## config.mk

```make
export PLATFORM = sky130hd
export DESIGN_NAME = adc_multi_sampler_flat
export DESIGN_NICKNAME = d
export VERILOG_FILES = /design/src/rtl/adc_multi_sampler_if.sv /design/src/rtl/adc_multi_sampler.sv /design/src/flat_wrapper.sv
export SDC_FILE = /design/constraint.sdc
export NUM_CORES = 1
export LEC_CHECK = 0
export CORE_UTILIZATION = 40
export CTS_BUF_LIST = sky130_fd_sc_hd__clkbuf_2
export DETAILED_ROUTE_END_ITERATION = 12
export PLACE_DENSITY = 0.7
export SYNTH_ARGS = -nofsm -noshare
export SYNTH_HDL_FRONTEND = slang
export SYNTH_SLANG_ARGS = --single-unit
```

## constraint.sdc

```tcl
create_clock -name clk -period 8.1 [get_ports clk]
set_clock_uncertainty 0.05 [all_clocks]
set_input_delay 2.025 -clock clk [delete_from_list [all_inputs] [get_ports clk]]
set_output_delay 2.025 -clock clk [all_outputs]
set_load 0.005 [all_outputs]
```

## src/rtl/adc_multi_sampler_if.sv

```systemverilog
// Shared serial ADC bus: one chip select and serial clock fanned out to N_CH
// converters, one sdo line back from each converter.
interface adc_multi_sampler_if #(
    parameter int N_CH = 3
);
    logic            cs;
    logic            sclk;
    logic [N_CH-1:0] sdo;

    modport master (output cs, output sclk, input sdo);
    modport slave  (input cs, input sclk, output sdo);
endinterface

```

## src/rtl/adc_multi_sampler.sv

```systemverilog
// Multi-channel serial ADC sampler: one cs/sclk pair, N_CH sdo lines captured in
// parallel, burst averaging and queued recalibration.

module adc_ms_lane #(
    parameter int DATA_W   = 12,
    parameter int AVG_LOG2 = 0
) (
    input  logic              clk,
    input  logic              reset,
    input  logic              sdo_bit,
    input  logic              shift_en,
    input  logic              acc_clr,
    input  logic              acc_add,
    input  logic              load,
    output logic [DATA_W-1:0] result
);
    localparam int ACC_W = DATA_W + AVG_LOG2;

    logic [DATA_W-1:0] sh_q, sh_d, res_q, res_d;
    logic [ACC_W-1:0]  acc_q, acc_d;

    always_comb begin
        sh_d  = shift_en ? {sh_q[DATA_W-2:0], sdo_bit} : sh_q;
        acc_d = acc_q;
        if (acc_clr)
            acc_d = '0;
        else if (acc_add)
            acc_d = acc_q + ACC_W'(sh_q);
        res_d = load ? acc_q[ACC_W-1:AVG_LOG2] : res_q;
    end

    always_ff @(posedge clk or negedge reset) begin
        if (!reset) begin
            sh_q  <= '0;
            acc_q <= '0;
            res_q <= '0;
        end else begin
            sh_q  <= sh_d;
            acc_q <= acc_d;
            res_q <= res_d;
        end
    end

    assign result = res_q;
endmodule

module adc_multi_sampler #(
    parameter int N_CH       = 3,
    parameter int DATA_W     = 12,
    parameter int LEAD_BITS  = 4,
    parameter int TRAIL_BITS = 0,
    parameter int CLK_DIV    = 10,
    parameter int CAL_CLKS   = 32,
    parameter int QUIET_CLKS = 1,
    parameter int AVG_LOG2   = 0
) (
    input  logic                     clk,
    input  logic                     reset,
    input  logic                     start,
    input  logic                     continuous,
    input  logic                     recalibrate,
    adc_multi_sampler_if.master      bus,
    output logic [N_CH*DATA_W-1:0]   data,
    output logic                     data_valid,
    output logic                     busy,
    output logic                     cal_done
);
    localparam int FRAME_BITS = LEAD_BITS + DATA_W + TRAIL_BITS;
    localparam int MAXP0      = (CAL_CLKS > FRAME_BITS) ? CAL_CLKS : FRAME_BITS;
    localparam int MAXP       = (MAXP0 > QUIET_CLKS) ? MAXP0 : QUIET_CLKS;
    localparam int HALF_W     = $clog2(2 * MAXP);
    localparam int DIV_W      = $clog2(CLK_DIV + 1);
    localparam int FRM_W      = AVG_LOG2 + 1;

    localparam logic [HALF_W-1:0] CAL_LAST   = HALF_W'(2 * CAL_CLKS - 1);
    localparam logic [HALF_W-1:0] CONV_LAST  = HALF_W'(2 * FRAME_BITS - 1);
    localparam logic [HALF_W-1:0] QUIET_LAST = HALF_W'(2 * QUIET_CLKS - 1);
    localparam logic [DIV_W-1:0]  DIV_LAST   = DIV_W'(CLK_DIV - 1);
    // frm_q == NFRM marks "no burst in progress"
    localparam logic [FRM_W-1:0]  NFRM       = FRM_W'(2 ** AVG_LOG2);

    localparam logic [1:0] S_CAL   = 2'd0;
    localparam logic [1:0] S_QUIET = 2'd1;
    localparam logic [1:0] S_IDLE  = 2'd2;
    localparam logic [1:0] S_CONV  = 2'd3;

    logic [1:0]        state_q, state_d;
    logic              cs_q, cs_d, sclk_q, sclk_d;
    logic [DIV_W-1:0]  div_q, div_d;
    logic [HALF_W-1:0] half_q, half_d;
    logic [FRM_W-1:0]  frm_q, frm_d;
    logic              pend_q, pend_d, cal_done_q, cal_done_d;
    logic              rpt_q, rpt_d, dv_q, dv_d;

    logic              div_end, in_data;
    logic [HALF_W-1:0] bit_idx;
    logic              shift_en, acc_clr, acc_add, out_load;
    logic [N_CH-1:0][DATA_W-1:0] res;

    assign div_end = (div_q == DIV_LAST);
    assign bit_idx = half_q >> 1;
    assign in_data = (int'(bit_idx) >= LEAD_BITS) && (int'(bit_idx) < LEAD_BITS + DATA_W);

    always_comb begin
        state_d    = state_q;
        cs_d       = cs_q;
        sclk_d     = sclk_q;
        div_d      = div_q;
        half_d     = half_q;
        frm_d      = frm_q;
        pend_d     = pend_q;
        cal_done_d = cal_done_q;
        rpt_d      = 1'b0;
        dv_d       = rpt_q;
        out_load   = rpt_q;
        shift_en   = 1'b0;
        acc_clr    = 1'b0;
        acc_add    = 1'b0;
        if (recalibrate && state_q != S_IDLE)
            pend_d = 1'b1;
        case (state_q)
            S_CAL, S_CONV: begin
                if (cs_q) begin
                    // only reachable straight out of reset
                    cs_d   = 1'b0;
                    sclk_d = 1'b1;
                    div_d  = '0;
                    half_d = '0;
                end else begin
                    div_d = div_end ? '0 : div_q + 1'b1;
                    if (div_end) begin
                        sclk_d = ~sclk_q;
                        half_d = half_q + 1'b1;
                        if (state_q == S_CONV && sclk_q && in_data)
                            shift_en = 1'b1;
                        if (half_q == ((state_q == S_CAL) ? CAL_LAST : CONV_LAST)) begin
                            cs_d    = 1'b1;
                            sclk_d  = 1'b1;
                            half_d  = '0;
                            state_d = S_QUIET;
                            if (state_q == S_CAL) begin
                                cal_done_d = 1'b1;
                            end else begin
                                acc_add = 1'b1;
                                frm_d   = frm_q + 1'b1;
                                rpt_d   = (frm_q == NFRM - 1'b1);
                            end
                        end
                    end
                end
            end
            S_QUIET: begin
                div_d = div_end ? '0 : div_q + 1'b1;
                if (div_end) begin
                    half_d = half_q + 1'b1;
                    if (half_q == QUIET_LAST) begin
                        half_d = '0;
                        if (frm_q != NFRM) begin
                            state_d = S_CONV;
                            cs_d    = 1'b0;
                        end else if (pend_q || recalibrate) begin
                            state_d = S_CAL;
                            cs_d    = 1'b0;
                            pend_d  = 1'b0;
                        end else if (continuous) begin
                            state_d = S_CONV;
                            cs_d    = 1'b0;
                            frm_d   = '0;
                            acc_clr = 1'b1;
                        end else begin
                            state_d = S_IDLE;
                        end
                    end
                end
            end
            default: begin
                if (recalibrate) begin
                    state_d = S_CAL;
                    cs_d    = 1'b0;
                end else if (start || continuous) begin
                    state_d = S_CONV;
                    cs_d    = 1'b0;
                    frm_d   = '0;
                    acc_clr = 1'b1;
                end
            end
        endcase
    end

    always_ff @(posedge clk or negedge reset) begin
        if (!reset) begin
            state_q    <= S_CAL;
            cs_q       <= 1'b1;
            sclk_q     <= 1'b1;
            div_q      <= '0;
            half_q     <= '0;
            frm_q      <= NFRM;
            pend_q     <= 1'b0;
            cal_done_q <= 1'b0;
            rpt_q      <= 1'b0;
            dv_q       <= 1'b0;
        end else begin
            state_q    <= state_d;
            cs_q       <= cs_d;
            sclk_q     <= sclk_d;
            div_q      <= div_d;
            half_q     <= half_d;
            frm_q      <= frm_d;
            pend_q     <= pend_d;
            cal_done_q <= cal_done_d;
            rpt_q      <= rpt_d;
            dv_q       <= dv_d;
        end
    end

    for (genvar i = 0; i < N_CH; i++) begin : g_lane
        adc_ms_lane #(.DATA_W(DATA_W), .AVG_LOG2(AVG_LOG2)) u_lane (
            .clk      (clk),
            .reset    (reset),
            .sdo_bit  (bus.sdo[i]),
            .shift_en (shift_en),
            .acc_clr  (acc_clr),
            .acc_add  (acc_add),
            .load     (out_load),
            .result   (res[i])
        );
    end

    assign bus.cs     = cs_q;
    assign bus.sclk   = sclk_q;
    assign data       = res;
    assign data_valid = dv_q;
    assign busy       = (state_q != S_IDLE);
    assign cal_done   = cal_done_q;
endmodule

```

## src/flat_wrapper.sv

```systemverilog
// flat-port wrapper written by rule: the top's interface ports become plain ports
module adc_multi_sampler_flat 
#(
    parameter int N_CH       = 3,
    parameter int DATA_W     = 12,
    parameter int LEAD_BITS  = 4,
    parameter int TRAIL_BITS = 0,
    parameter int CLK_DIV    = 10,
    parameter int CAL_CLKS   = 32,
    parameter int QUIET_CLKS = 1,
    parameter int AVG_LOG2   = 0
)
  (clk, reset, start, continuous, recalibrate, data, data_valid, busy, cal_done, bus_cs, bus_sclk, bus_sdo);
  adc_multi_sampler_if #(.N_CH(N_CH)) bus_i ();
  input  logic clk;
  input  logic reset;
  input  logic start;
  input  logic continuous;
  input  logic recalibrate;
  output logic [N_CH*DATA_W-1:0] data;
  output logic data_valid;
  output logic busy;
  output logic cal_done;
  output wire logic [$bits(bus_i.cs)-1:0] bus_cs;
  output wire logic [$bits(bus_i.sclk)-1:0] bus_sclk;
  input wire logic [$bits(bus_i.sdo)-1:0] bus_sdo;
  assign bus_cs = bus_i.cs;
  assign bus_sclk = bus_i.sclk;
  assign bus_i.sdo = bus_sdo;
  adc_multi_sampler #(.N_CH(N_CH), .DATA_W(DATA_W), .LEAD_BITS(LEAD_BITS), .TRAIL_BITS(TRAIL_BITS), .CLK_DIV(CLK_DIV), .CAL_CLKS(CAL_CLKS), .QUIET_CLKS(QUIET_CLKS), .AVG_LOG2(AVG_LOG2)) u_core (.clk(clk), .reset(reset), .start(start), .continuous(continuous), .recalibrate(recalibrate), .bus(bus_i), .data(data), .data_valid(data_valid), .busy(busy), .cal_done(cal_done));
endmodule
```

==> tab_implementation.tex <==
\begin{tabular}{lr}
\hline
Metric & Value \\
\hline
\multicolumn{2}{l}{\textbf{Power}} \\
\quad PnR Total Power & 1.12 mW \\
\quad Clock share of power & 37.3\% \\
\quad Cell Pwr Density & 147 mW/mm\^{}2 \\
\quad IR Drop Worst-Case VDD & 0.0656 mV \\
\quad Static Leakage & 3.56 nW \\
\quad Switching component of the power & 0.285 mW \\
\quad Int Pwr & 0.833 mW \\
\quad Combinational share of power & 4.7\% \\
\quad Sw Ratio & 25.5\% \\
\quad Part of the total power dissipated in sequential elements & 58.0\% \\
\multicolumn{2}{l}{\textbf{STA}} \\
\quad Setup repair after global routing missed its margin & false \\
\quad Shortest period the worst path allows & 4.58 ns \\
\quad Setup\_tns & 0 ns \\
\quad Headroom to the max-slew limit & 42.5\% \\
\quad Number of failing setup endpoints in the final timing report & 0 \\
\quad Worst-margin pin slew & 0.862 ns \\
\quad Final hold violation count & 0 \\
\quad Final critical-path share of the clock period & 56.5\% \\
\quad Final Hold Slack & 0.446 ns \\
\quad Max Fclk & 0.218 GHz \\
\quad Count of pins over their slew limit & 0 \\
\quad Final setup slack of the worst path & 3.52 ns \\
\multicolumn{2}{l}{\textbf{Die}} \\
\quad Number of top-level pins & 49 \\
\quad Die width & 131 um \\
\quad Area of the core & 0.0161 mm\^{}2 \\
\quad Number of placement rows & 46 \\
\quad Initial Utilization & 41.3\% \\
\quad Chip height & 131 um \\
\quad Area of the die & 0.0171 mm\^{}2 \\
\multicolumn{2}{l}{\textbf{Critical path}} \\
\quad Setup crit start & u\_core.state\_q[0] \\
\quad Maximum fanout count along the critical path & 10 \\
\quad Reg-to-reg critical path startpoint & u\_core.state\_q[0] \\
\quad Required time at the endpoint of the critical path & 6.03 ns \\
\quad Type of element capturing the critical path & primary output \\
\quad Critical path data arrival time & 2.50 ns \\
\quad Sort of element at the start of the critical path & flop \\
\quad Type of the setup path with the least slack & reg -> out \\
\multicolumn{2}{l}{\textbf{Cells and area}} \\
\quad Most frequent cells in the layout & sky130\_fd\_sc\_hd\_\_dfrtp\_1 (124), sky130\_fd\_sc\_hd\_\_mux2\_2 (73), sky130\_fd\_sc\_hd\_\_nand2\_1 (62) \\
\quad Syn-to-layout area delta & 14.4\% \\
\quad Layout cells sized above 1 & 18.2\% \\
\quad Area of the multi-input gates & 0.00330 mm\^{}2 \\
\quad Leading cell type in the layout, fill and taps excluded & sky130\_fd\_sc\_hd\_\_dfrtp\_1 \\
\quad Layout fillers & 1450 \\
\quad Final core utilization & 47.2\% \\
\quad Net count reported at finish & 712 \\
\quad Antenna diode count & 0 \\
\quad Register cell area after layout & 0.00318 mm\^{}2 \\
\multicolumn{2}{l}{\textbf{Clocking}} \\
\quad Clock tree from TritonCTS & yes \\
\quad Skew-Pair Late Insertion Delay & 0.71 ns \\
\quad Clock root buffer & sky130\_fd\_sc\_hd\_\_clkbuf\_2 \\
\quad Number of buffers added to fix hold violations after cts & 0 \\
\quad Clock slew at the register clock pins of the worst setup and hold paths & 0.19 ns \\
\quad CTS buffer count & 17 \\
\quad Clock sink count & 127 \\
\quad Buffers inserted by post-CTS timing repair & 0 \\
\quad Gates resized, CTS repair & 0 \\
\quad Maximum buffer depth of the clock tree & 2 \\
\quad Deepest level of the CTS H-tree & 4 \\
\multicolumn{2}{l}{\textbf{Global routing}} \\
\quad Initial antenna violation count & 0 \\
\quad Wire length of the first global-routing pass & 22700 um \\
\quad Number of global-route vias before repair & 4722 \\
\quad Total Routing Usage GR & 17.2\% \\
\quad Largest net degree at the start of global routing & 71 \\
\quad Remaining global-route overflow & 0 \\
\multicolumn{2}{l}{\textbf{Drt}} \\
\quad Via count & 4765 \\
\quad Top sig layer & met4 \\
\quad Number of nets with antenna violations after detailed routing & 0 \\
\quad Number of DRC markers in iteration 0 & 232 \\
\quad Met3 wirelength from detailed routing & 535 um \\
\quad Detailed-route vias per instance & 5.35 \\
\quad Detailed-router iteration count before antenna repair & 4 \\
\quad Amount of wire on met2 after detailed routing & 6570 um \\
\quad Post-route DRC & 0 \\
\quad Routed wirelength normalized by instance count & 15.1 um \\
\quad Final wirelength & 13400 um \\
\quad Wire length on met1 & 6140 um \\
\multicolumn{2}{l}{\textbf{Synth}} \\
\quad Number of flip-flops and latches in the synthesized netlist & 127 \\
\quad YS warnings & 0 \\
\quad Most area-consuming cells after synthesis & sky130\_fd\_sc\_hd\_\_dfrtp\_1 (47\%), sky130\_fd\_sc\_hd\_\_mux2\_2 (12\%), sky130\_fd\_sc\_hd\_\_ha\_1 (7.4\%), sky130\_fd\_sc\_hd\_\_nand2\_1 (3.5\%), sky130\_fd\_sc\_hd\_\_a21oi\_1 (3.5\%) \\
\quad Post-synthesis average cell area & 10.8 um\^{}2 \\
\quad Count of flip-flops with a built-in enable after synthesis & 0 \\
\quad Sequential element share of the synthesized area & 48.0\% \\
\quad Netlist Area Pre-Place & 0.00663 mm\^{}2 \\
\quad Post-Syn Instances & 612 \\
\quad Post-synthesis cell type with the largest combined area & sky130\_fd\_sc\_hd\_\_dfrtp\_1 \\
\quad Dominant register cell in the synthesized netlist & sky130\_fd\_sc\_hd\_\_dfrtp\_1 \\
\quad FFs w/ async S/R, synth & 100\% \\
\quad Net count of the mapped netlist & 662 \\
\quad Number of different library cells in the post-synthesis netlist & 51 \\
\quad Area fraction of the dominant cell type after synthesis & 46.8\% \\
\multicolumn{2}{l}{\textbf{Placement}} \\
\quad Worst Setup Slack post-DPL & 4.12 ns \\
\quad Routability-driven placement congestion ratio & 0.874 \\
\quad Number of buffer cells added on primary ports & 48 \\
\quad DP Wirelength & 8990 um \\
\multicolumn{2}{l}{\textbf{Worst hold path}} \\
\quad Launch instance of the worst min-delay path & u\_core.cal\_done \\
\quad Classification of the worst-slack hold path & reg -> reg \\
\multicolumn{2}{l}{\textbf{Flow run}} \\
\quad Number of max-capacitance violations reported & 0 \\
\multicolumn{2}{l}{\textbf{Status}} \\
\quad Result of the run & complete, no violations \\
\hline
\end{tabular}
-- worst paths after layout --
kind | cells after the start | slack, ns | endpoint
min | 1 | 0.45 | u_core.cal_done
max reg2reg | 9 | 4.96 | u_core.g_lane[0].u_lane.acc_q[7]
max in group asynchronous | 2 | 5.32 | u_core.g_lane[1].u_lane.result[11]
min in group asynchronous | 1 | 1.31 | u_core.g_lane[0].u_lane.sh_q[9]
max | 4 | 3.52 | busy
min reg2reg | 1 | 0.45 | u_core.cal_done
-- critical path: stages, from the launching register on --
cell                              delay (ns)
sky130_fd_sc_hd__dfrtp_1                0.46
sky130_fd_sc_hd__inv_1                  0.11
sky130_fd_sc_hd__ha_1                   0.44
sky130_fd_sc_hd__clkinv_1               0.29
sky130_fd_sc_hd__clkdlybuf4s50_1        0.51
-- cell type report --
class	instances	share of cell area (%)
Inverter	15	0.742
Multi-Input combinational cell	447	43.5
Clock inverter	15	2.23
Timing Repair Buffer	54	6.90
Tap cell	216	3.56
Clock buffer	17	1.12
Sequential cell	127	41.9
-- metrics by stage --
| stage | std cells | cell area (um^2) |
|---|---|---|
| CTS | 891 | 7580 |
| detailed placement | 859 | 7330 |
| global placement | 859 | 7330 |
| floorplan | 612 | 6630 |
| global route | 891 | 7580 |
| finish | 891 | 7580 |
-- routing by layer --
| layer | GRT usage (%) | vias up |
|---|---|---|
| met5 | 0 | - |
| met4 | 5.95 | 0 |
| met3 | 4.52 | 19 |
| met2 | 29.2 | 111 |
| met1 | 21.1 | 2331 |
| li1 | - | 2304 |
-- power by group through the flow --
stage	Combinational (mW)	Sequential, mW	Clock (mW)
2_1_floorplan	0.0303	0.657	0
3_3_place_gp	0.0510	0.659	0
3_5_place_dp	0.0533	0.660	0
4_1_cts	0.0536	0.649	0.433
5_1_grt	0.0607	0.650	0.460
6_report	0.0525	0.648	0.417
-- flip-flops by register name, indices dropped and copies added, names as in the netlist, 2 cells and up --
| name | cells |
|---|---|
| u_core.half_q | 6 |
| u_core.state_q | 2 |
| u_core.g_lane.u_lane.result | 36 |
| u_core.g_lane.u_lane.sh_q | 36 |
| u_core.div_q | 4 |
| u_core.g_lane.u_lane.acc_q | 36 |
-- cells in the mapped netlist (4+ instances only) --
| library cell | n |
|---|---|
| sky130_fd_sc_hd__o21bai_1 | 6 |
| sky130_fd_sc_hd__mux2_2 | 73 |
| sky130_fd_sc_hd__a21o_1 | 12 |
| sky130_fd_sc_hd__dfrtp_1 | 124 |
| sky130_fd_sc_hd__mux2i_1 | 11 |
| sky130_fd_sc_hd__or2_2 | 5 |
| sky130_fd_sc_hd__inv_1 | 14 |
| sky130_fd_sc_hd__a21oi_1 | 46 |
| sky130_fd_sc_hd__nand2b_1 | 9 |
| sky130_fd_sc_hd__buf_2 | 6 |
| sky130_fd_sc_hd__a211oi_1 | 4 |
| sky130_fd_sc_hd__ha_1 | 39 |
| sky130_fd_sc_hd__or3_1 | 7 |
| sky130_fd_sc_hd__xor2_1 | 6 |
| sky130_fd_sc_hd__o21ai_0 | 25 |
| sky130_fd_sc_hd__nand2_1 | 62 |
| sky130_fd_sc_hd__o21a_1 | 5 |
| sky130_fd_sc_hd__nor3_1 | 17 |
| sky130_fd_sc_hd__nor2b_1 | 5 |
| sky130_fd_sc_hd__nor2_1 | 30 |
| sky130_fd_sc_hd__nand4_1 | 6 |
| sky130_fd_sc_hd__clkbuf_1 | 12 |
| sky130_fd_sc_hd__nand3_1 | 28 |
| sky130_fd_sc_hd__xnor2_1 | 12 |
-- cells by family after synthesis --
group           Yosys count  share of synthesized area (%)
compound gates          121                           11.6
xor+xnor                 18                           2.38
fa+ha+maj                42                           8.26
buf+inv                  38                           2.55
flops                   127                           48.0
mux                      84                           14.1
simple gates            182                           13.2
Power figures use the tool's default switching activity.
